===== config.mk =====
export PLATFORM = sky130hd
export DESIGN_NAME = uart_tx_cfg
export DESIGN_NICKNAME = d
export VERILOG_FILES = /design/src/rtl/uart_tx_cfg.sv
export SDC_FILE = /design/constraint.sdc
export NUM_CORES = 1
export LEC_CHECK = 0
export BUFFER_PORTS_ARGS = -buffer_cell sky130_fd_sc_hd__clkbuf_2
export CORE_ASPECT_RATIO = 1.75
export CORE_MARGIN = 1
export CORE_UTILIZATION = 44
export CTS_BUF_LIST = sky130_fd_sc_hd__clkbuf_8
export DETAILED_ROUTE_END_ITERATION = 16
export GPL_TIMING_DRIVEN = 0
export SYNTH_ARGS = -nofsm -noshare
export SYNTH_HDL_FRONTEND = slang
export SYNTH_SLANG_ARGS = --single-unit

===== constraint.sdc =====
create_clock -name clk -period 2.9 [get_ports clk]
set_clock_uncertainty 0.2 [all_clocks]
set_input_delay 0.145 -clock clk [delete_from_list [all_inputs] [get_ports clk]]
set_output_delay 0.145 -clock clk [all_outputs]
set_load 0.01 [all_outputs]

===== src/rtl/uart_tx_cfg.sv =====
// Configurable UART transmitter with a small transmit FIFO.
// Frame format: start bit, DATA_BITS data bits LSB first, optional parity, STOP_BITS stop bits.
module uart_tx_cfg #(
    parameter int CLKS_PER_BIT = 5,
    parameter int DATA_BITS    = 8,
    parameter int PARITY       = 0,
    parameter int STOP_BITS    = 1,
    parameter int FIFO_DEPTH   = 4
) (
    input  logic                          clk,
    input  logic                          rst,
    input  logic [DATA_BITS-1:0]          in_data,
    input  logic                          in_valid,
    output logic                          in_ready,
    output logic                          frame,
    output logic                          busy,
    output logic [$clog2(FIFO_DEPTH):0]   fifo_count
);

    localparam int PW = $clog2(FIFO_DEPTH);
    localparam int CW = $clog2(CLKS_PER_BIT);
    localparam int IW = 4;
    localparam logic [CW-1:0] CNT_LAST = CW'(CLKS_PER_BIT - 1);
    localparam logic [PW:0]   DEPTH    = (PW + 1)'(FIFO_DEPTH);

    if (CLKS_PER_BIT < 2) begin : g_bad_cpb
        $error("uart_tx_cfg: CLKS_PER_BIT must be at least 2");
    end
    if (DATA_BITS < 5 || DATA_BITS > 9) begin : g_bad_data_bits
        $error("uart_tx_cfg: DATA_BITS must be in 5..9");
    end
    if (PARITY < 0 || PARITY > 2) begin : g_bad_parity
        $error("uart_tx_cfg: PARITY must be 0, 1 or 2");
    end
    if (STOP_BITS < 1 || STOP_BITS > 2) begin : g_bad_stop_bits
        $error("uart_tx_cfg: STOP_BITS must be 1 or 2");
    end
    if (FIFO_DEPTH < 2 || (FIFO_DEPTH & (FIFO_DEPTH - 1)) != 0) begin : g_bad_depth
        $error("uart_tx_cfg: FIFO_DEPTH must be a power of 2, at least 2");
    end

    typedef enum logic [2:0] {
        S_IDLE,
        S_START,
        S_DATA,
        S_PARITY,
        S_STOP
    } state_t;

    state_t               state, state_n;
    logic [CW-1:0]        cnt, cnt_n;
    logic [IW-1:0]        idx, idx_n;
    logic [DATA_BITS-1:0] shreg, shreg_n;
    logic                 par, par_n;
    logic                 frame_n;
    logic                 bit_end;
    logic                 push, pop;
    logic                 fifo_nonempty;
    logic [DATA_BITS-1:0] mem [FIFO_DEPTH];
    logic [DATA_BITS-1:0] head;
    logic [PW-1:0]        wr_ptr, rd_ptr;

    assign in_ready      = (fifo_count < DEPTH) && !rst;
    assign push          = in_valid && in_ready;
    assign fifo_nonempty = (fifo_count != '0);
    assign head          = mem[rd_ptr];
    assign bit_end       = (cnt == CNT_LAST);
    assign busy          = (state != S_IDLE);

    always_comb begin
        state_n = state;
        cnt_n   = cnt;
        idx_n   = idx;
        shreg_n = shreg;
        par_n   = par;
        frame_n = frame;
        pop     = 1'b0;
        if (state != S_IDLE) begin
            cnt_n = bit_end ? '0 : cnt + 1'b1;
        end
        case (state)
            S_IDLE: begin
                frame_n = 1'b1;
                cnt_n   = '0;
                if (fifo_nonempty) begin
                    pop     = 1'b1;
                    shreg_n = head;
                    par_n   = (^head) ^ (PARITY == 1);
                    idx_n   = '0;
                    frame_n = 1'b0;
                    state_n = S_START;
                end
            end
            S_START: begin
                if (bit_end) begin
                    idx_n   = '0;
                    frame_n = shreg[0];
                    state_n = S_DATA;
                end
            end
            S_DATA: begin
                if (bit_end) begin
                    if (idx == IW'(DATA_BITS - 1)) begin
                        idx_n = '0;
                        if (PARITY != 0) begin
                            frame_n = par;
                            state_n = S_PARITY;
                        end else begin
                            frame_n = 1'b1;
                            state_n = S_STOP;
                        end
                    end else begin
                        idx_n   = idx + 1'b1;
                        shreg_n = shreg >> 1;
                        frame_n = shreg[1];
                    end
                end
            end
            S_PARITY: begin
                if (bit_end) begin
                    idx_n   = '0;
                    frame_n = 1'b1;
                    state_n = S_STOP;
                end
            end
            S_STOP: begin
                // Back-to-back frames: the next character starts with no idle gap.
                if (bit_end) begin
                    if (idx == IW'(STOP_BITS - 1)) begin
                        idx_n = '0;
                        if (fifo_nonempty) begin
                            pop     = 1'b1;
                            shreg_n = head;
                            par_n   = (^head) ^ (PARITY == 1);
                            frame_n = 1'b0;
                            state_n = S_START;
                        end else begin
                            frame_n = 1'b1;
                            state_n = S_IDLE;
                        end
                    end else begin
                        idx_n = idx + 1'b1;
                    end
                end
            end
            default: begin
                frame_n = 1'b1;
                state_n = S_IDLE;
            end
        endcase
    end

    always_ff @(posedge clk) begin
        if (rst) begin
            state      <= S_IDLE;
            cnt        <= '0;
            idx        <= '0;
            shreg      <= '0;
            par        <= 1'b0;
            frame      <= 1'b1;
            wr_ptr     <= '0;
            rd_ptr     <= '0;
            fifo_count <= '0;
        end else begin
            state <= state_n;
            cnt   <= cnt_n;
            idx   <= idx_n;
            shreg <= shreg_n;
            par   <= par_n;
            frame <= frame_n;
            if (push) begin
                wr_ptr <= wr_ptr + 1'b1;
            end
            if (pop) begin
                rd_ptr <= rd_ptr + 1'b1;
            end
            case ({push, pop})
                2'b10:   fifo_count <= fifo_count + 1'b1;
                2'b01:   fifo_count <= fifo_count - 1'b1;
                default: fifo_count <= fifo_count;
            endcase
        end
    end

    // Storage is never reset; entries are only read once written.
    always_ff @(posedge clk) begin
        if (push) begin
            mem[wr_ptr] <= in_data;
        end
    end

endmodule


==> results of run 1 <==
## layout by cell type, fill, tap and decap left out, drive strengths merged, types with 2 or more instances in the layout
cell / instances
o2111ai: 2
edfxtp: 32
clkinv: 4
or3b: 3
ha: 9
o21ai: 7
inv: 18
a311oi: 7
o211ai: 2
clkbuf: 27
or3: 3
nor2: 9
xor2: 2
a2bb2oi: 2
xnor2: 2
buf: 10
o32a: 3
dfxtp: 28
nand4: 3
o31ai: 2
and2: 2
o22ai: 3
or2: 2
mux2i: 9
dlygate4sd3: 8
mux4: 8
a21oi: 17
nor3: 6
and3: 5
nand2: 4
## final cells by class
class,count,area (sq um),area share (%)
Sequential cell,60,1520,47.9
Buffer,12,67.6,2.13
Tap cell,78,97.6,3.07
Clock inverter,7,58.8,1.85
Inverter,17,63.8,2.01
Clock buffer,9,124,3.90
Multi-Input combinational cell,126,1080,34.0
Timing Repair Buffer,24,163,5.12
## per-stage QoR
stage	hold slack, ps	std cells	power [uW]	area, sq um	setup WS [ps]
finish	43.7	333	2570	3180	288
global route	90.5	333	2750	3180	22.9
CTS	29.4	333	2600	3170	25.0
detailed placement	167	309	1890	2900	46.5
global placement	161	309	1880	2900	56.3
floorplan	43.9	216	1710	2730	350
## cell families (layout without fill, tap and decap cells)
| group | Yosys count | after routing | synth area share, % |
|---|---|---|---|
| mux | 17 | 17 | 9.90 |
| flops | 60 | 60 | 55.7 |
| compound gates | 51 | 51 | 13.6 |
| buf+inv | 30 | 69 | 4.95 |
| fa+ha+maj | 10 | 10 | 4.86 |
| simple gates | 44 | 44 | 9.72 |
| xor+xnor | 4 | 4 | 1.28 |
## worst max-delay path, cell delays in order (launching register included)
cell	delay, ps
dfxtp_1	350
or2_4	300
or2_0	210
buf_2	150
nor2_1	120
ha_1	190
inv_1	60
fa_1	370
xor2_1	160
or3_1	300
a21oi_1	130
## synthesized netlist by cell type, types with 2 or more instances
| master | number |
|---|---|
| o21ai_0 | 6 |
| xnor2_1 | 2 |
| nand2_1 | 4 |
| a311oi_1 | 7 |
| and3_1 | 5 |
| xor2_1 | 2 |
| edfxtp_1 | 32 |
| nand4_1 | 3 |
| and2_1 | 2 |
| dfxtp_1 | 28 |
| o31ai_1 | 2 |
| buf_2 | 6 |
| o2111ai_1 | 2 |
| mux2i_1 | 9 |
| buf_6 | 2 |
| a21oi_1 | 17 |
| or3_1 | 3 |
| or3b_4 | 2 |
| nor3_1 | 6 |
| o211ai_1 | 2 |
| clkbuf_1 | 4 |
| ha_1 | 9 |
| o32a_2 | 2 |
| inv_1 | 17 |
| nor2_1 | 9 |
| a2bb2oi_1 | 2 |
| mux4_2 | 8 |
## repair_timing
item	4_1_cts	5_1_grt
setup buffers	0	1
hold endpoints to repair	32	0
setup endpoints to repair	0	2
hold buffers	8	0
gates resized for setup	0	2
## routing by layer
layer  routed length [um]  up-vias  GRT usage (%)  share of wire (%)
met5                    0        -              0                  0
met1                 1970      880           19.7                 39
met3                  130       17           3.65                2.6
met2                 2730       35           30.8                 54
met4                  211        0           11.6                4.2
li1                     -      895              -                  -
## state kept, by name, summed over array words and instances (netlist names), named ones only
register and flops:
shreg 8, cnt 3, wr_ptr 2, mem 32, rd_ptr 2, state 3
idx 4, frame 1, fifo_count 3
## power by group through the flow
stage,registers (uW),logic (uW),clock network (uW)
3_5_place_dp,1090,794,0
4_1_cts,1080,806,718
5_1_grt,1100,905,747
3_3_place_gp,1090,782,0
6_report,1080,793,700
2_1_floorplan,1090,619,0
## how the worst max path moves through the flow
| stage | end | slack [ps] | startpoint | cells after the start |
|---|---|---|---|---|
| 2_1_floorplan | fifo_count[2] | 350 | cnt[0] | 12 |
| 3_3_place_gp | fifo_count[2] | 60 | cnt[0] | 12 |
| 3_5_place_dp | fifo_count[2] | 50 | cnt[0] | 12 |
| 4_1_cts | fifo_count[2] | 30 | cnt[0] | 12 |
| 5_1_grt | fifo_count[2] | 20 | cnt[0] | 11 |
| 6_report | fifo_count[2] | 290 | state[1] | 10 |
==> flow_metrics.py, run 1 <==
metrics = {
    "worst_hold_path": {
        "min_from": "in_valid",
        "holdPathEnd": "wr_ptr[1]",
        "min_path_cells": 3,
        "hold_path.class": "in -> reg",
    },
    "setup_path": {
        "worstPathArrival_ps": 2680,
        "r2r_start": "state[1]",
        "r2r_slack_ps": 290,
        "required_ps": 2970,
        "cp-end-kind": "register",
        "crit_path_max_fanout": 7,
        "reg2reg_depth": 10,
        "start_kind": "register",
        "critPathKind": "reg -> reg",
        "rr_endpoint": "fifo_count[2]",
    },
    "run_status": {
        "outcome": "completed",
    },
    "timing": {
        "fmax_mhz": 383,
        "hold_violations": 0,
        "worstMarginPinSlew_ps": 665,
        "min_period_ps": 2610,
        "finalMaxSlewViolations": 0,
        "slew_headroom_pct": 55.3,
        "fin_tns_setup_ps": 0,
        "rsz0062_at_grt": "false",
        "period_share_pct": 90.1,
        "setup_viol": 0,
    },
    "layout": {
        "syn_to_final_growth_pct": 16.4,
        "fillers": 573,
        "antenna_cells": 0,
        "drive_gt1_share_pct": 22.4,
        "fin_util_pct": 53.6,
        "fin_nets": 271,
    },
    "pwr": {
        "clockPowerShare_pct": 27.2,
        "pwr-share-seq_pct": 42.0,
        "internal-power_uw": 1770,
        "ir_worst_vdd_v": 0.000410,
        "p_leak_uw": 0.00119,
        "powerDensity_nw_per_um2": 810,
        "p_switching_uw": 801,
        "comb_power_share_pct": 30.8,
        "sw_frac_of_total_pct": 31.2,
    },
    "floorplanning": {
        "die_x_um": 61.5,
        "core_sq_um": 5930,
        "die_area_sq_um": 6540,
        "initial_core_util_pct": 46.1,
        "rows": 37,
        "ios": 17,
        "die_h_um": 106,
    },
    "clock_network": {
        "cts-root-buf": "clkbuf_8",
        "h-tree-depth": 3,
        "clk_pin_slew_worst_paths_ps": 70,
        "clk_latency_ps": 340,
        "ctsLongestPathBuffers": 2,
        "cts_buffers": 9,
        "clock-sinks": 60,
        "cts_tree": "yes",
    },
    "logic_synthesis": {
        "synth_nets": 237,
        "syn_area_per_cell_sq_um": 12.6,
        "yosys.area.top_type_share_pct": 35.2,
        "synth_edf_count": 32,
        "ys_ff_latch": 60,
        "syn_inst": 216,
        "ys.warnings.count": 0,
        "netlist-cell-type-count": 50,
        "netlist_area_sq_um": 2730,
        "yosysTopAreaCell": "edfxtp_1",
        "synth_flop_cell": "edfxtp_1",
        "ys_seq_area_share_pct": 55.7,
        "synth_area_leaders": "edfxtp_1 35%, dfxtp_1 21%, mux4_2 6.6%",
        "async_flop_share_pct": 0,
    },
    "place": {
        "dp_hpwl_um": 3560,
        "numPortBuffers": 15,
        "place.gp.congestion": 0.770,
    },
    "grt": {
        "grt.total_usage_pct": 18.2,
        "grt_pass1_vias": 1832,
        "antenna_found_initial": 0,
        "grt_pass1_wl_um": 8500,
        "grt_overflow": 0,
        "grt_max_degree": 11,
    },
    "detailed_routing": {
        "drc": 0,
        "final_antenna_net_count": 0,
        "first_pass_iters": 4,
        "drt-total-wl_um": 5040,
        "via_per_inst": 5.49,
        "drtIter0Drc": 49,
        "vias": 1827,
        "wire_per_inst_um": 15.1,
    },
    "flow_run": {
        "drv_cap": 0,
    },
}
No activity file was read; power rests on OpenSTA's default activity.
==> inputs of run 2 (changes only) <==
clock period = 2.25 ns   (was 2.9 ns; I/O delays follow)
==> run 2 against run 1 <==
Effect of this change:
- the flow now finishes with violations (setup timing)
- worst hold slack lost 21 ps
- clock power is 33% higher
- largest cell class unchanged
- count of clock-buffer cells in the layout rose by 1
- combinational power grew 48%
- highest routed layer unchanged
==> flow_metrics.py, run 2 (synthesis gave the netlist of run 1 again) <==
metrics = {
    "worst_hold_path": {
        "min_from": "in_valid",
        "holdPathEnd": "wr_ptr[1]",
        "hold_path.class": "in -> reg",
        "min_path_cells": 3,
    },
    "pwr": {
        "finalPower_uw": 3490,
        "ir_worst_vdd_v": 0.000570,
        "p_leak_uw": 0.00125,
        "powerDensity_nw_per_um2": 1050,
    },
    "detailed_routing": {
        "wire_per_inst_um": 15.5,
        "vias": 1837,
        "via_per_inst": 5.36,
        "drc": 0,
        "first_pass_iters": 4,
        "drt-total-wl_um": 5320,
        "final_antenna_net_count": 0,
        "drtIter0Drc": 76,
    },
    "setup_path": {
        "start_kind": "register",
        "crit_path_max_fanout": 3,
        "worstPathArrival_ps": 2420,
        "required_ps": 2310,
        "reg2reg_depth": 11,
        "r2r_start": "idx[0]",
        "rr_endpoint": "fifo_count[2]",
        "r2r_slack_ps": -110,
        "cp-end-kind": "register",
        "critPathKind": "reg -> reg",
    },
    "layout": {
        "reg_top3": "mem x32, shreg x8, idx x4",
        "mostFrequentLayoutCell": "edfxtp_1",
        "seq_area_sq_um": 1530,
        "fin_nets": 281,
        "largest_register_ffs": 32,
        "drive_gt1_share_pct": 31.3,
        "multi_input_area_sq_um": 1130,
        "final_cell_mix": "32 x edfxtp_1, 23 x dfxtp_1, 16 x a21oi_1",
        "fin_util_pct": 56.2,
        "antenna_cells": 0,
        "syn_to_final_growth_pct": 22.0,
        "fillers": 568,
        "largest-register": "mem",
    },
    "timing": {
        "hold_violations": 0,
        "slew_headroom_pct": 55.9,
        "worstMarginPinSlew_ps": 656,
        "whs_ps": 22.9,
        "rsz0062_at_grt": "true",
        "worst_slack_ps": -112,
        "setup_viol": 1,
        "fin_tns_setup_ps": -112,
        "period_share_pct": 105,
        "finalMaxSlewViolations": 0,
        "min_period_ps": 2360,
        "fmax_mhz": 423,
    },
    "clock_network": {
        "cts_tree": "yes",
        "ctsLongestPathBuffers": 2,
        "clk_pin_slew_worst_paths_ps": 70,
        "h-tree-depth": 3,
        "clk_latency_ps": 330,
        "clock-sinks": 60,
        "cts-root-buf": "clkbuf_8",
        "cts_buffers": 9,
    },
    "floorplanning": {
        "ios": 17,
        "die_x_um": 61.5,
        "initial_core_util_pct": 46.1,
        "die_h_um": 106,
        "rows": 37,
        "core_sq_um": 5930,
        "die_area_sq_um": 6540,
    },
    "run_status": {
        "outcome": "complete, but fails checks",
        "violations": "setup timing",
    },
    "grt": {
        "grt_max_degree": 12,
        "antenna_found_initial": 0,
        "grt.total_usage_pct": 18.4,
        "grt_pass1_wl_um": 8530,
        "grt_pass1_vias": 1866,
        "grt_overflow": 0,
    },
    "flow_run": {
        "drv_cap": 0,
    },
    "place": {
        "place.gp.congestion": 0.812,
        "numPortBuffers": 15,
        "dp_hpwl_um": 3600,
    },
}
run 2: changes by cell type in the layout (fill, tap and decap cells not counted), moves of 2 or more:
| cell | previous run | this run |
|---|---|---|
| buf_4 | 1 | 11 |
| dfxtp_1 | 28 | 23 |
| ha_4 | 0 | 2 |
| dfxtp_2 | 0 | 5 |
| clkinv_1 | 2 | 0 |
| inv_2 | 0 | 5 |
| clkbuf_8 | 9 | 11 |
| inv_1 | 18 | 14 |
| ha_1 | 9 | 7 |
run 2: area by class of cell:
class,instances,area share (%)
Sequential cell,60,45.9
Buffer,13,2.52
Clock buffer,10,4.13
Timing Repair Buffer,33,6.91
Inverter,17,1.92
Multi-Input combinational cell,126,34.0
Clock inverter,6,1.73
Tap cell,78,2.93
run 2: how the worst max path moves through the flow:
stage                     startpoint            end  slack [ps]  cells past startpoint
final                         idx[0]  fifo_count[2]        -110                     11
after global routing          idx[0]  fifo_count[2]        -230                     11
after CTS                   state[1]  fifo_count[2]        -140                     10
after detailed placement      idx[0]  fifo_count[2]        -380                     11
after global placement        idx[0]  fifo_count[2]        -370                     11
after floorplan               idx[0]  fifo_count[2]        -120                     11
run 2: stage by stage:
stage	setup slack (ps)	instance area [sq um]	instances
after floorplan	-123	2760	216
after global placement	-371	2930	309
after detailed placement	-380	2930	309
after CTS	-139	3300	339
after global routing	-234	3330	343
final	-112	3330	343
run 2: where the power goes:
| part | leakage [uW] | internal, uW | switching, uW |
|---|---|---|---|
| Combinational | 0.000629 | 583 | 585 |
| Clock | 0.000101 | 531 | 400 |
| Sequential | 0.000522 | 1310 | 85.5 |
| Total | 0.00125 | 2420 | 1070 |
run 2: layer usage:
metal	part of all wire, %	wire length (um)	up-vias	track usage [%]
met1	40	2130	894	20.4
met2	56	2960	21	31.3
li1	-	-	911	-
met4	2.4	127	0	8.89
met5	0	0	-	0
met3	2.0	104	11	4.50
run 2: critical path: stages, from the launching register on:
cell     delay, ps
dfxtp_2        330
inv_2           60
ha_1           150
nor3b_4        250
a21oi_4        100
nor2_4         130
ha_4           150
inv_2           30
fa_2           320
xor2_1         150
or3_1          300
a21oi_1        120
run 2: timing repair:
item                                    CTS  global route
resized for setup                         9             6
pin swaps                                 7             5
endpoints found under the setup margin    2             6
hold endpoints to repair                 32             0
buffers inserted                          6             4
hold buffers                              8             0
==> inputs of run 3 (changes only) <==
TNS_END_PERCENT = 10   (was not set)
==> run 3 against run 2 <==
Effect of this change:
- the flow still finishes with violations (setup timing)
- register-to-register slack hardly changed
- clock power barely moved
- utilization shrank 0.27 points
- sequential power hardly changed
- sequential share of layout area rose by 0.19 points
- first-iteration DRC count shrank 1.3%
- routed wire length is 0.79% lower
- count of clock-buffer cells in the layout is the same
- largest power group unchanged
==> flow_metrics.py, run 3 (synthesis gave the netlist of run 1 again) <==
metrics = {
    "detailed_routing": {
        "final_antenna_net_count": 0,
        "drtIter0Drc": 75,
        "vias": 1820,
        "first_pass_iters": 5,
        "via_per_inst": 5.34,
        "highest_layer": "met4",
        "drt-total-wl_um": 5280,
        "wire_per_inst_um": 15.5,
        "wl_met1_um": 2140,
        "wl_met2_um": 2920,
        "dr_wl_met3_um": 105,
        "drc": 0,
    },
    "setup_path": {
        "worst-path-stages": 12,
        "crit_family": "adder cells",
        "critPathKind": "reg -> reg",
        "cp-startpoint": "cnt[1]",
        "crit_path_max_fanout": 4,
        "reg2reg_depth": 12,
        "rr_endpoint": "fifo_count[2]",
        "endpoint": "fifo_count[2]",
        "worstPathCellList": "inv_2 > ha_4 > and2_1 > clkbuf_8 > a21oi_4 > nor2_4 > ha_4 > inv_2 > fa_2 > xor2_1 > or3_1 > a21oi_1",
        "required_ps": 2310,
        "cp-end-kind": "register",
        "r2r_start": "cnt[1]",
        "max_stage_delay_ps": 330,
        "r2r_slack_ps": -100,
        "slowest_stage": "dfxtp_1",
        "start_kind": "register",
        "cp_num_buf_inv": 3,
        "worstPathArrival_ps": 2410,
    },
    "timing": {
        "worstMarginPinSlew_ps": 649,
        "slew_headroom_pct": 56.4,
        "hold_violations": 0,
        "fmax_mhz": 426,
        "setup_viol": 1,
        "worst_slack_ps": -99.7,
        "period_share_pct": 104,
        "rsz0062_at_grt": "true",
        "min_period_ps": 2350,
        "finalMaxSlewViolations": 0,
    },
    "clock_network": {
        "ctsLongestPathBuffers": 2,
        "cts-root-buf": "clkbuf_8",
        "cts_tree": "yes",
        "clk_latency_ps": 330,
        "h-tree-depth": 3,
        "clock-sinks": 60,
        "cts_buffers": 9,
        "clk_pin_slew_worst_paths_ps": 70,
    },
    "place": {
        "place.gp.congestion": 0.812,
        "dp_hpwl_um": 3600,
        "place_ws_ps": -380,
        "numPortBuffers": 15,
    },
    "layout": {
        "final_cell_mix": "32 x edfxtp_1, 24 x dfxtp_1, 16 x a21oi_1",
        "reg_top3": "mem x32, shreg x8, idx x4",
        "fin_nets": 279,
        "drive_gt1_share_pct": 30.4,
        "syn_to_final_growth_pct": 21.4,
        "fin_util_pct": 55.9,
        "antenna_cells": 0,
        "largest_register_ffs": 32,
        "largest-register": "mem",
        "mostFrequentLayoutCell": "edfxtp_1",
    },
    "grt": {
        "grt_overflow": 0,
        "grt.total_usage_pct": 18.3,
        "grt_pass1_wl_um": 8510,
        "grt_max_degree": 12,
        "grt_pass1_vias": 1860,
        "antenna_found_initial": 0,
    },
    "flow_run": {
        "drv_cap": 0,
    },
    "pwr": {
        "powerDensity_nw_per_um2": 1050,
        "p_leak_uw": 0.00124,
        "ir_worst_vdd_v": 0.000571,
    },
    "run_status": {
        "violations": "setup timing",
        "outcome": "complete, but fails checks",
    },
    "floorplanning": {
        "initial_core_util_pct": 46.1,
        "core_sq_um": 5930,
        "ios": 17,
        "die_x_um": 61.5,
        "rows": 37,
        "die_area_sq_um": 6540,
        "die_h_um": 106,
    },
    "worst_hold_path": {
        "hold_path.class": "in -> reg",
        "min_from": "in_valid",
    },
}
-- run 3: through the flow --
| stage | instances | hold slack [ps] | setup TNS (ps) | total power [uW] | instance area, sq um |
|---|---|---|---|---|---|
| after floorplan | 216 | 11.4 | -123 | 2210 | 2760 |
| after global placement | 309 | 128 | -621 | 2430 | 2930 |
| after detailed placement | 309 | 133 | -636 | 2450 | 2930 |
| after CTS | 338 | 13.6 | -139 | 3520 | 3290 |
| after global routing | 341 | 50.4 | -273 | 3700 | 3310 |
| final | 341 | 21.2 | -99.7 | 3480 | 3310 |
-- run 3: per-layer routing --
metal,global-route usage (%),vias to the layer above
li1,-,906
met1,20.4,881
met2,31.2,22
met3,4.50,11
met4,8.89,0
met5,0,-
-- run 3: worst min path at each step --
stage | end | slack [ps] | depth (start not counted)
final | wr_ptr[1] | 20 | 3
after global routing | wr_ptr[1] | 50 | 3
after CTS | wr_ptr[1] | 10 | 3
after detailed placement | mem[1][5] | 130 | 1
after global placement | mem[2][1] | 130 | 1
after floorplan | mem[0][0] | 10 | 0
-- run 3: power breakdown --
| group | internal, uW | total [uW] | switching [uW] |
|---|---|---|---|
| clock network | 531 | 934 | 403 |
| logic | 569 | 1150 | 579 |
| registers | 1310 | 1390 | 85.0 |
| total | 2410 | 3480 | 1070 |
-- run 3: layout make-up --
class                   count  area, sq um
flip-flops and latches     60         1530
inverters                  17         63.8
clock buffers              10          138
plain buffers              13         83.8
multi-input cells         126         1130
clock inverters             6         57.6
repair buffers             31          215
fillers                   564         2610
well taps                  78         97.6
-- run 3: worst min-delay path, delay by kind of cell --
family          cells  cell delay, ps
compound gates      1              80
simple gates        1             200
buf+inv             1             110
-- run 3: repair_timing --
| item | CTS | global route |
|---|---|---|
| setup endpoints to repair | 2 | 3 |
| hold buffers | 8 | 0 |
| hold endpoints to repair | 32 | 0 |
| resized for setup | 10 | 4 |
| pin swaps | 7 | 3 |
| buffers inserted | 5 | 3 |
